### config.mk
export PLATFORM = sky130hd
export DESIGN_NAME = comparador_serial_izq_der
export DESIGN_NICKNAME = d
export VERILOG_FILES = /design/src/rtl/comparador_pkg.sv /design/src/rtl/celda_iterativa_k.sv /design/src/rtl/comparador_serial_izq_der.sv
export SDC_FILE = /design/constraint.sdc
export NUM_CORES = 1
export LEC_CHECK = 0
export BUFFER_PORTS_ARGS = -buffer_cell sky130_fd_sc_hd__buf_2
export CAP_MARGIN = 20
export CORE_ASPECT_RATIO = 0.75
export CORE_UTILIZATION = 56
export DETAILED_ROUTE_END_ITERATION = 6
export PLACE_DENSITY = 0.81
export SETUP_SLACK_MARGIN = 0.3
export SYNTH_ARGS = -nofsm -noshare
export SYNTH_HDL_FRONTEND = slang
export SYNTH_SLANG_ARGS = --single-unit
### constraint.sdc
create_clock -name clk -period 2.2 [get_ports clk]
set_input_delay 0.44 -clock clk [delete_from_list [all_inputs] [get_ports clk]]
set_output_delay 0.44 -clock clk [all_outputs]
set_load 0.01 [all_outputs]
### src/rtl/comparador_pkg.sv
// Shared types and elaboration helpers for the serial MSB-first comparator.
package comparador_pkg;

  typedef enum logic [1:0] {IDLE, COMPARE, DONE} estado_t;

  function automatic int num_chunks(input int width, input int bpc);
    return width / bpc;
  endfunction

  // Counter width for 0..n-1, never narrower than one bit.
  function automatic int idx_width(input int n);
    return (n <= 1) ? 1 : $clog2(n);
  endfunction

  function automatic bit params_ok(input int width, input int bpc);
    return (width >= 1) && (bpc >= 1) && ((width % bpc) == 0);
  endfunction

endpackage

### src/rtl/celda_iterativa_k.sv
// One comparator cell over a BITS_PER_CYCLE chunk: once a decision exists it is held,
// otherwise the chunk pair decides it.
module celda_iterativa_k #(
  parameter int BITS_PER_CYCLE = 1
) (
  input  logic [BITS_PER_CYCLE-1:0] a,
  input  logic [BITS_PER_CYCLE-1:0] b,
  input  logic                      f_prev,
  input  logic                      g_prev,
  output logic                      f_next,
  output logic                      g_next
);

  always_comb begin
    f_next = f_prev;
    g_next = g_prev;
    if (!(f_prev | g_prev)) begin
      f_next = (a > b);
      g_next = (a < b);
    end
  end

endmodule

### src/rtl/comparador_serial_izq_der.sv
// Multi-cycle magnitude comparator: scans A and B from the MSB chunk down, publishing
// registered A>B / A<B / A==B with a one-cycle done pulse.
module comparador_serial_izq_der
  import comparador_pkg::*;
#(
  parameter int WIDTH          = 8,
  parameter int BITS_PER_CYCLE = 1,
  parameter int SIGNED         = 0,
  parameter int EARLY_EXIT     = 0
) (
  input  logic             clk,
  input  logic             rst,
  input  logic             start,
  input  logic [WIDTH-1:0] A,
  input  logic [WIDTH-1:0] B,
  output logic             busy,
  output logic             done,
  output logic             f,
  output logic             g,
  output logic             eq
);

  localparam int N     = num_chunks(WIDTH, BITS_PER_CYCLE);
  localparam int IDX_W = idx_width(N);
  localparam logic [IDX_W-1:0] LAST = IDX_W'(N - 1);
  // Flipping the sign bit turns two's complement into offset binary, so the
  // unsigned chunk compare yields the signed order.
  localparam logic [WIDTH-1:0] MSB_MASK = (SIGNED != 0) ? (WIDTH'(1) << (WIDTH - 1)) : '0;

  if (!params_ok(WIDTH, BITS_PER_CYCLE)) begin : g_bad_params
    $error("comparador_serial_izq_der: WIDTH must be >= 1 and a multiple of BITS_PER_CYCLE");
  end

  estado_t          state, state_n;
  logic [WIDTH-1:0] a_sh, b_sh;
  logic [IDX_W-1:0] idx;
  logic             fi, gi;
  logic             fi_c, gi_c;
  logic             fi_n, gi_n;

  celda_iterativa_k #(.BITS_PER_CYCLE(BITS_PER_CYCLE)) u_celda (
    .a      (a_sh[WIDTH-1 -: BITS_PER_CYCLE]),
    .b      (b_sh[WIDTH-1 -: BITS_PER_CYCLE]),
    .f_prev (fi),
    .g_prev (gi),
    .f_next (fi_c),
    .g_next (gi_c)
  );

  always_comb begin
    state_n = state;
    fi_n    = fi;
    gi_n    = gi;
    case (state)
      IDLE: begin
        if (start) begin
          state_n = COMPARE;
          fi_n    = 1'b0;
          gi_n    = 1'b0;
        end
      end
      COMPARE: begin
        fi_n = fi_c;
        gi_n = gi_c;
        if ((idx == LAST) || ((EARLY_EXIT != 0) && (fi_c | gi_c)))
          state_n = DONE;
      end
      DONE:    state_n = IDLE;
      default: state_n = IDLE;
    endcase
  end

  // busy/done are registered from the next state so they line up with the state itself.
  always_ff @(posedge clk) begin
    if (rst) begin
      state <= IDLE;
      a_sh  <= '0;
      b_sh  <= '0;
      idx   <= '0;
      fi    <= 1'b0;
      gi    <= 1'b0;
      busy  <= 1'b0;
      done  <= 1'b0;
      f     <= 1'b0;
      g     <= 1'b0;
      eq    <= 1'b0;
    end else begin
      state <= state_n;
      fi    <= fi_n;
      gi    <= gi_n;
      busy  <= (state_n == COMPARE);
      done  <= (state_n == DONE);
      if (state == IDLE && start) begin
        a_sh <= A ^ MSB_MASK;
        b_sh <= B ^ MSB_MASK;
        idx  <= '0;
      end else if (state == COMPARE) begin
        a_sh <= a_sh << BITS_PER_CYCLE;
        b_sh <= b_sh << BITS_PER_CYCLE;
        idx  <= idx + 1'b1;
      end
      if (state_n == DONE) begin
        f  <= fi_n;
        g  <= gi_n;
        eq <= ~(fi_n | gi_n);
      end
    end
  end

endmodule
==> out/metrics.cfg, run 1 <==
[clock_network]
clk_path_buf_depth = 2
clk_latency_ns = 0.32
ctsHoldBuffers = 0
cts_root_buf = clkbuf_4
htreeDepth = 1
cts_buffers = 3
cts_resized = 0
post_cts_buffers = 0
cts.sinks = 28
cts_tree = built
clk_pin_slew_ns = 0.14

[timing]
skew_ns = 0.00244
finalHoldViolCount = 0
setup_ws_ns = 0.478
fmax_mhz = 581
setup_tns_ns = 0
period_minus_slack_ns = 1.72
setup_viol = 0
fin_hold_ws_ns = 0.342
timing.final.crit_share = 0.783
rsz0062_at_grt = false
relSlewSlack = 0.431
worstMarginPinSlew_ns = 0.851
slew_viol_final = 0

[synthesis]
ys.flop_type = dfxtp_1
syn-cell-area_sq_um = 1180
synth_nets = 154
synth_edf_count = 0
ys_ff_latch = 28
ys_warn_count = 0
yosysSeqAreaShare = 0.474
yosysUniqueCellTypes = 27
synthCells = 133
async_reset_ff_frac = 0
avgSynthCellArea_sq_um = 8.89

[final_layout]
final_util = 0.711
design_area_sq_um = 1320
drive_gt1_frac = 0.212
fin_nets = 173
antennaDiodeCount = 0
final_common_cell = dfxtp_1
areaGrowthSynthToFinish_pct = 11.4
final_cell_count_no_fill = 173
mostFrequentLayoutCells = 28 x dfxtp_1, 23 x buf_2, 20 x nand2_1

[placement]
gp_congestion = 0.789
place_ws_ns = 0.369
io_buffers = 23
dp.cells = 169
placed_cell_area_sq_um = 1280
dp_hpwl_microns = 1590

[detailed_routing]
final_antenna_net_count = 0
wl_microns = 2210
route.detailed.drc = 0
vias_per_cell = 5.79
wl_per_cell_microns = 12.8
drt_pass1_iterations = 4
dr_wl_met2_microns = 971
vias = 1002
drtIter0Drc = 13
routed-wl-met3_microns = 91
wl_met1_microns = 1130
top_layer = met4

[critical_path]
cp_max_fo = 13
critPathCaptureType = flip-flop
crit_required_ns = 2.48
startpoint_type = flip-flop
crit_type = flip-flop to flip-flop
cp.arrival_ns = 2.00

[global_route]
grt_max_degree = 29
first_global_vias = 900
grt_usage = 0.228
antenna_found_initial = 0
overflow = 0
grt_pass1_wl_microns = 3840

[die]
die_y_microns = 41.8
ios = 24
rows = 13
core_region_area_sq_um = 1850
dieArea_sq_um = 2300
die_x_microns = 55.1
start_util = 0.638

[worst_hold_path]
hold_path.class = input port to flip-flop

[run_status]
status = completed

[power_and_ir_drop]
ir_worst_vdd_v = 0.000624
power_uw = 906
leakagePower_nw = 0.574
powerDensity_nw_per_um2 = 688

[run]
drv_cap = 0

[layer usage]
layer / vias up / global-route usage
met2: 19 / 0.347
met5: - / 0
li1: 518 / -
met4: 0 / 0.0550
met1: 461 / 0.305
met3: 4 / 0.0769
[synthesized netlist by cell type (all sizes together), types with 2 or more instances]
library cell  count  area, sq um
nor2b             2         12.5
clkbuf            4         15.0
nor3              4         20.0
nor3b             2         15.0
a22oi             8         60.1
nand2            20         75.1
buf               6         36.3
a22o              9         78.8
a21oi             8         40.0
ha                2         25.0
nor2             13         48.8
o2bb2ai           4         35.0
o21ai            10         50.1
dfxtp            28          561
nand2b            2         12.5
[cells by family (layout without fill, tap and decap cells)]
kind of cell             Yosys count  after routing  share of synthesized area
flip-flops                        28             28                      0.474
buffers and inverters             11             29                     0.0466
AND/OR/NAND/NOR                   48             48                      0.199
XOR/XNOR                           1              1                    0.00741
adder cells (fa/ha/maj)            2              2                     0.0212
AO/OA/AOI/OAI                     43             43                      0.252
[report_power, final]
group	switching [mW]	internal, mW	total [mW]
Combinational	0.0608	0.0489	0.110
Clock	0.142	0.101	0.243
Sequential	0.0190	0.534	0.553
[final cells by class]
type	instances	area [sq um]
Tap cell	22	27.5
Inverter	1	3.75
Fill cell	154	537
Clock buffer	4	36.3
Multi-Input combinational cell	94	567
Sequential cell	28	561
Timing Repair Buffer	24	123
[worst max-delay path: stages, from the launching register on]
cell and delay, ns:
dfxtp_1 0.54, o21ba_2 0.23, nor2_1 0.65, a22o_1 0.26
[state kept, by name, summed over array words and instances, names as in the netlist]
register  count
a_sh          8
b_sh          8
busy          1
done          1
eq            1
f             1
fi            1
g             1
gi            1
idx           3
state         2
[path summary, 6_finish.rpt]
| check | start | end | slack [ns] | cells past startpoint |
|---|---|---|---|---|
| max | state[1] | b_sh[3] | 0.48 | 3 |
| min | A[0] | a_sh[0] | 0.34 | 3 |
| max reg2reg | state[1] | b_sh[3] | 0.48 | 3 |
| min reg2reg | eq | eq | 0.46 | 2 |
Power figures use the tool's default switching activity.
==> inputs of run 2 (changes only) <==
--- a/config.mk
+++ b/config.mk
@@ -8,9 +8,9 @@
 export BUFFER_PORTS_ARGS = -buffer_cell sky130_fd_sc_hd__buf_2
 export CAP_MARGIN = 20
 export CORE_ASPECT_RATIO = 0.75
-export CORE_UTILIZATION = 56
+export CORE_UTILIZATION = 52
 export DETAILED_ROUTE_END_ITERATION = 6
-export PLACE_DENSITY = 0.81
+export PLACE_DENSITY = 0.76
 export SETUP_SLACK_MARGIN = 0.3
 export SYNTH_ARGS = -nofsm -noshare
 export SYNTH_HDL_FRONTEND = slang
==> constraint.sdc (replaced) <==
create_clock -name clk -period 1.7 [get_ports clk]
set_input_delay 0.34 -clock clk [delete_from_list [all_inputs] [get_ports clk]]
set_output_delay 0.34 -clock clk [all_outputs]
set_load 0.01 [all_outputs]
==> run 2 against run 1 <==
Against the previous run:
- the run now ends with design-rule violations left
- register-to-register slack worse by 0.12 ns
- clock skew hardly changed
- critical path depth is 1 higher
- final area is 6.5% higher
- non-clock buffer count is 6 higher
- sequential power is 30% higher
- wire length is 9.1% higher
- clock-buffer cell count stayed put
- largest cell class unchanged
- largest power group unchanged
- highest routed layer unchanged
==> out/metrics.cfg, run 2 (synthesis gave the netlist of run 1 again) <==
[run_status]
status = finished with violations
violations = design-rule violations

[timing]
relSlewSlack = 0.751
fmax_mhz = 748
worstMarginPinSlew_ns = 0.373
slew_viol_final = 0
skew_ns = 0.00255
setup_tns_ns = 0
period_minus_slack_ns = 1.34
finalHoldViolCount = 0
setup_viol = 0
timing.final.crit_share = 0.787
rsz0062_at_grt = false

[placement]
dp_hpwl_microns = 1620
gp_congestion = 0.791
io_buffers = 23
placed_cell_area_sq_um = 1320

[detailed_routing]
wl_per_cell_microns = 13.3
wl_microns = 2410
drtIter0Drc = 46
vias = 986
final_antenna_net_count = 0
vias_per_cell = 5.45
drt_pass1_iterations = 6
route.detailed.drc = 2

[die]
rows = 14
ios = 24
die_x_microns = 57.1
start_util = 0.572
core_region_area_sq_um = 2070
dieArea_sq_um = 2470
die_y_microns = 43.3

[final_layout]
final_common_cell = dfxtp_1
drive_gt1_frac = 0.287
design_area_sq_um = 1400
final_util = 0.679
antennaDiodeCount = 0
mostFrequentLayoutCells = 24 x dfxtp_1, 23 x buf_2, 20 x nand2_1
fillers = 173
areaGrowthSynthToFinish_pct = 18.6
top_regs = a_sh (8), b_sh (8), idx (3)
fin_nets = 179

[run]
drv_cap = 0

[clock_network]
clk_latency_ns = 0.33
ctsHoldBuffers = 0
clk_path_buf_depth = 2
cts_root_buf = clkbuf_4
cts_tree = built
cts_buffers = 3
cts.sinks = 28
htreeDepth = 1
clk_pin_slew_ns = 0.14

[critical_path]
crit_start = state[0]
critPathCaptureType = flip-flop
crit_required_ns = 1.97
cp.arrival_ns = 1.60
cp_max_fo = 20
startpoint_type = flip-flop
rr_startpoint = state[0]
crit_type = flip-flop to flip-flop

[global_route]
grt_pass1_wl_microns = 4250
grt_max_degree = 21
grt_usage = 0.226
antenna_found_initial = 0
first_global_vias = 932
overflow = 0

[power_and_ir_drop]
ir_worst_vdd_v = 0.000552
powerDensity_nw_per_um2 = 858
leakagePower_nw = 0.605

[worst_hold_path]
hold_path.class = input port to flip-flop
hold_start = B[0]

run 2: worst paths after layout:
path / endpoint / slack (ns) / cells past startpoint
max: b_sh[7] / 0.36 / 4
min: b_sh[0] / 0.24 / 3
max reg2reg: b_sh[7] / 0.36 / 4
min reg2reg: eq / 0.47 / 2
run 2: where the power goes:
group	internal (mW)	leakage [nW]	switching [mW]	total, mW
Combinational	0.0757	0.353	0.0818	0.157
Clock	0.131	0.0210	0.195	0.326
Sequential	0.692	0.231	0.0281	0.720
Total	0.899	0.605	0.305	1.20
run 2: final cells by class:
class                   count  area, sq um  area share
well taps                  24         30.0      0.0214
multi-input cells          94          599       0.427
clock buffers               4         36.3      0.0259
inverters                   1         3.75     0.00268
flip-flops and latches     28          566       0.403
repair buffers             30          168       0.120
run 2: what timing repair did:
| item | in CTS | in global routing |
|---|---|---|
| setup buffers | 3 | 0 |
| gates cloned | 0 | 0 |
| gates resized for setup | 3 | 3 |
| endpoints found under the setup margin | 3 | 17 |
| hold endpoints to repair | 0 | 0 |
| pin swaps | 2 | 0 |
run 2: stage by stage:
stage                     cells  worst slack, ns  power, mW  hold WS (ns)
after floorplan             133            0.312      0.829         0.416
after global placement      174            0.280      0.872         0.427
after detailed placement    174            0.218      0.881         0.439
after CTS                   181            0.307       1.20         0.241
after global routing        181            0.301       1.25         0.272
final                       181            0.362       1.20         0.238
run 2: critical path, cell delays in order (launching register included):
cell and delay [ns]:
dfxtp_2 0.41, buf_4 0.22, nor2b_1 0.33, a22oi_1 0.13, o2bb2ai_1 0.18
run 2: per-layer routing:
metal  track usage  vias up  wire length (microns)
met2         0.332       19                   1060
met5             0        -                      0
met3        0.0701        5                     99
met1         0.318      441                   1230
met4        0.0634        0                     25
li1              -      521                      -
==> inputs of run 3 (changes only) <==
==> constraint.sdc (replaced) <==
create_clock -name clk -period 1.3 [get_ports clk]
set_input_delay 0.26 -clock clk [delete_from_list [all_inputs] [get_ports clk]]
set_output_delay 0.26 -clock clk [all_outputs]
set_load 0.01 [all_outputs]
==> run 3 against run 2 <==
Against the previous run:
- the flow finishes with violations (design-rule violations, negative setup slack)
- highest routed layer unchanged
- fmax decreased by 2.4%
- global-route usage increased by 4.3 points
- final area is 33% higher
- combinational power rose by 140%
- largest cell class unchanged
- clock power increased by 56%
- wire length rose by 70%
==> out/metrics.cfg, run 3 (synthesis gave the netlist of run 1 again) <==
[timing]
slew_viol_final = 0
fin_hold_ws_ns = 0.161
fmax_mhz = 730
skew_ns = 0.0180
setup_ws_ns = -0.0700
timing.final.crit_share = 1.05
worstMarginPinSlew_ns = 0.315
finalHoldViolCount = 0
setup_viol = 1
setup_tns_ns = -0.0700
rsz0062_at_grt = true
relSlewSlack = 0.790
period_minus_slack_ns = 1.37

[clock_network]
ctsHoldBuffers = 0
cts_buffers = 3
cts_root_buf = clkbuf_4
cts.sinks = 28
clk_pin_slew_ns = 0.16
clk_latency_ns = 0.35
cts_tree = built
clk_path_buf_depth = 2
htreeDepth = 1

[global_route]
overflow = 0
grt_max_degree = 17
grt_pass1_wl_microns = 4920
antenna_found_initial = 0
grt_usage = 0.269
first_global_vias = 1096

[critical_path]
cp.arrival_ns = 1.66
slowest_delay_ns = 0.42
cp_cell_sequence = ha_4 -> ha_4 -> nand3b_4 -> or4_4 -> a21oi_2
crit_top_cell = ha_4
crit_required_ns = 1.59
cp_top_family = simple AND/OR/NAND/NOR gates
worst_path_max_delay_cell = or4_4
crit_type = flip-flop to flip-flop
critPathCaptureType = flip-flop
cp_max_fo = 2
startpoint_type = flip-flop
crit_start = idx[1]
rr_startpoint = idx[1]
critPathBufInv = 0

[placement]
io_buffers = 23
placed_cell_area_sq_um = 1380
dp_hpwl_microns = 1750
gp_congestion = 0.751

[detailed_routing]
route.detailed.drc = 3
final_antenna_net_count = 0
wl_microns = 4090
drt_pass1_iterations = 6
vias_per_cell = 6.22
drtIter0Drc = 97
vias = 1262
wl_per_cell_microns = 20.1

[die]
start_util = 0.572
dieArea_sq_um = 2470
ios = 24
die_y_microns = 43.3
die_x_microns = 57.1
rows = 14
core_region_area_sq_um = 2070

[final_layout]
top_regs = a_sh (8), b_sh (8), idx (3)
areaGrowthSynthToFinish_pct = 58.3
antennaDiodeCount = 0
fin_nets = 201
final_util = 0.906
fillers = 81
drive_gt1_frac = 0.547
mostFrequentLayoutCells = 20 x nand2_1, 20 x buf_2, 19 x dfxtp_1, 19 x buf_4, 11 x nor2_1
design_area_sq_um = 1870

[power_and_ir_drop]
powerDensity_nw_per_um2 = 976
leakagePower_nw = 0.806
ir_worst_vdd_v = 0.000781

[run_status]
status = finished with violations
violations = design-rule violations, negative setup slack

[worst_hold_path]
hold_start = B[0]
hold_path.class = input port to flip-flop

[run]
drv_cap = 0

run 3: cell types whose count changed in the layout (fill, tap and decap cells not counted), moves of 5 or more:
cell / previous run / this run
buf_4: 7 / 19
buf_6: 0 / 8
a21oi_1: 8 / 2
a21oi_2: 0 / 5
dfxtp_1: 24 / 19
run 3: power by group:
group / switching, mW / internal, mW / total (mW)
sequential: 0.0433 / 0.903 / 0.946
clock: 0.271 / 0.236 / 0.507
combinational: 0.181 / 0.193 / 0.374
total: 0.495 / 1.33 / 1.83
run 3: cell type report:
class / count / area, sq um / area share
clock buffers: 4 / 47.5 / 0.0254
inverters: 1 / 3.75 / 0.00201
multi-input cells: 94 / 773 / 0.413
flip-flops and latches: 28 / 579 / 0.309
well taps: 24 / 30.0 / 0.0160
repair buffers: 52 / 438 / 0.234
run 3: worst register-to-register path: stages, from the launching register on:
cell and delay [ns]:
dfxtp_2 0.40, ha_4 0.15, ha_4 0.14, nand3b_4 0.08, or4_4 0.42, a21oi_2 0.15
run 3: metal layers:
layer / wire length (microns) / vias to the layer above / part of all wire / global-route usage
met5: 0 / - / 0 / 0
li1: - / 570 / - / -
met1: 1610 / 594 / 0.39 / 0.319
met4: 208 / 0 / 0.051 / 0.0878
met2: 1950 / 74 / 0.48 / 0.478
met3: 321 / 24 / 0.078 / 0.0640
run 3: worst paths after layout:
| kind | endpoint | slack, ns | depth (start not counted) |
|---|---|---|---|
| worst min-delay path | b_sh[0] | 0.16 | 3 |
| worst max-delay path | eq | -0.07 | 5 |
| worst max register to register | eq | -0.07 | 5 |
| worst min register to register | a_sh[6] | 0.50 | 1 |
run 3: repair_timing:
action | CTS | global route
gates resized for setup | 30 | 29
buffers inserted | 14 | 6
hold endpoints to repair | 0 | 0
cloned | 2 | 0
endpoints found under the setup margin | 31 | 33
pin swaps | 21 | 14
run 3: through the flow:
step                worst slack, ns  power, mW  cells
finish                      -0.0700       1.83    203
global route                -0.0882       1.90    203
CTS                         0.00371       1.74    197
detailed placement           0.0252       1.16    177
global placement             0.0530       1.16    177
floorplan                    0.0358       1.10    133
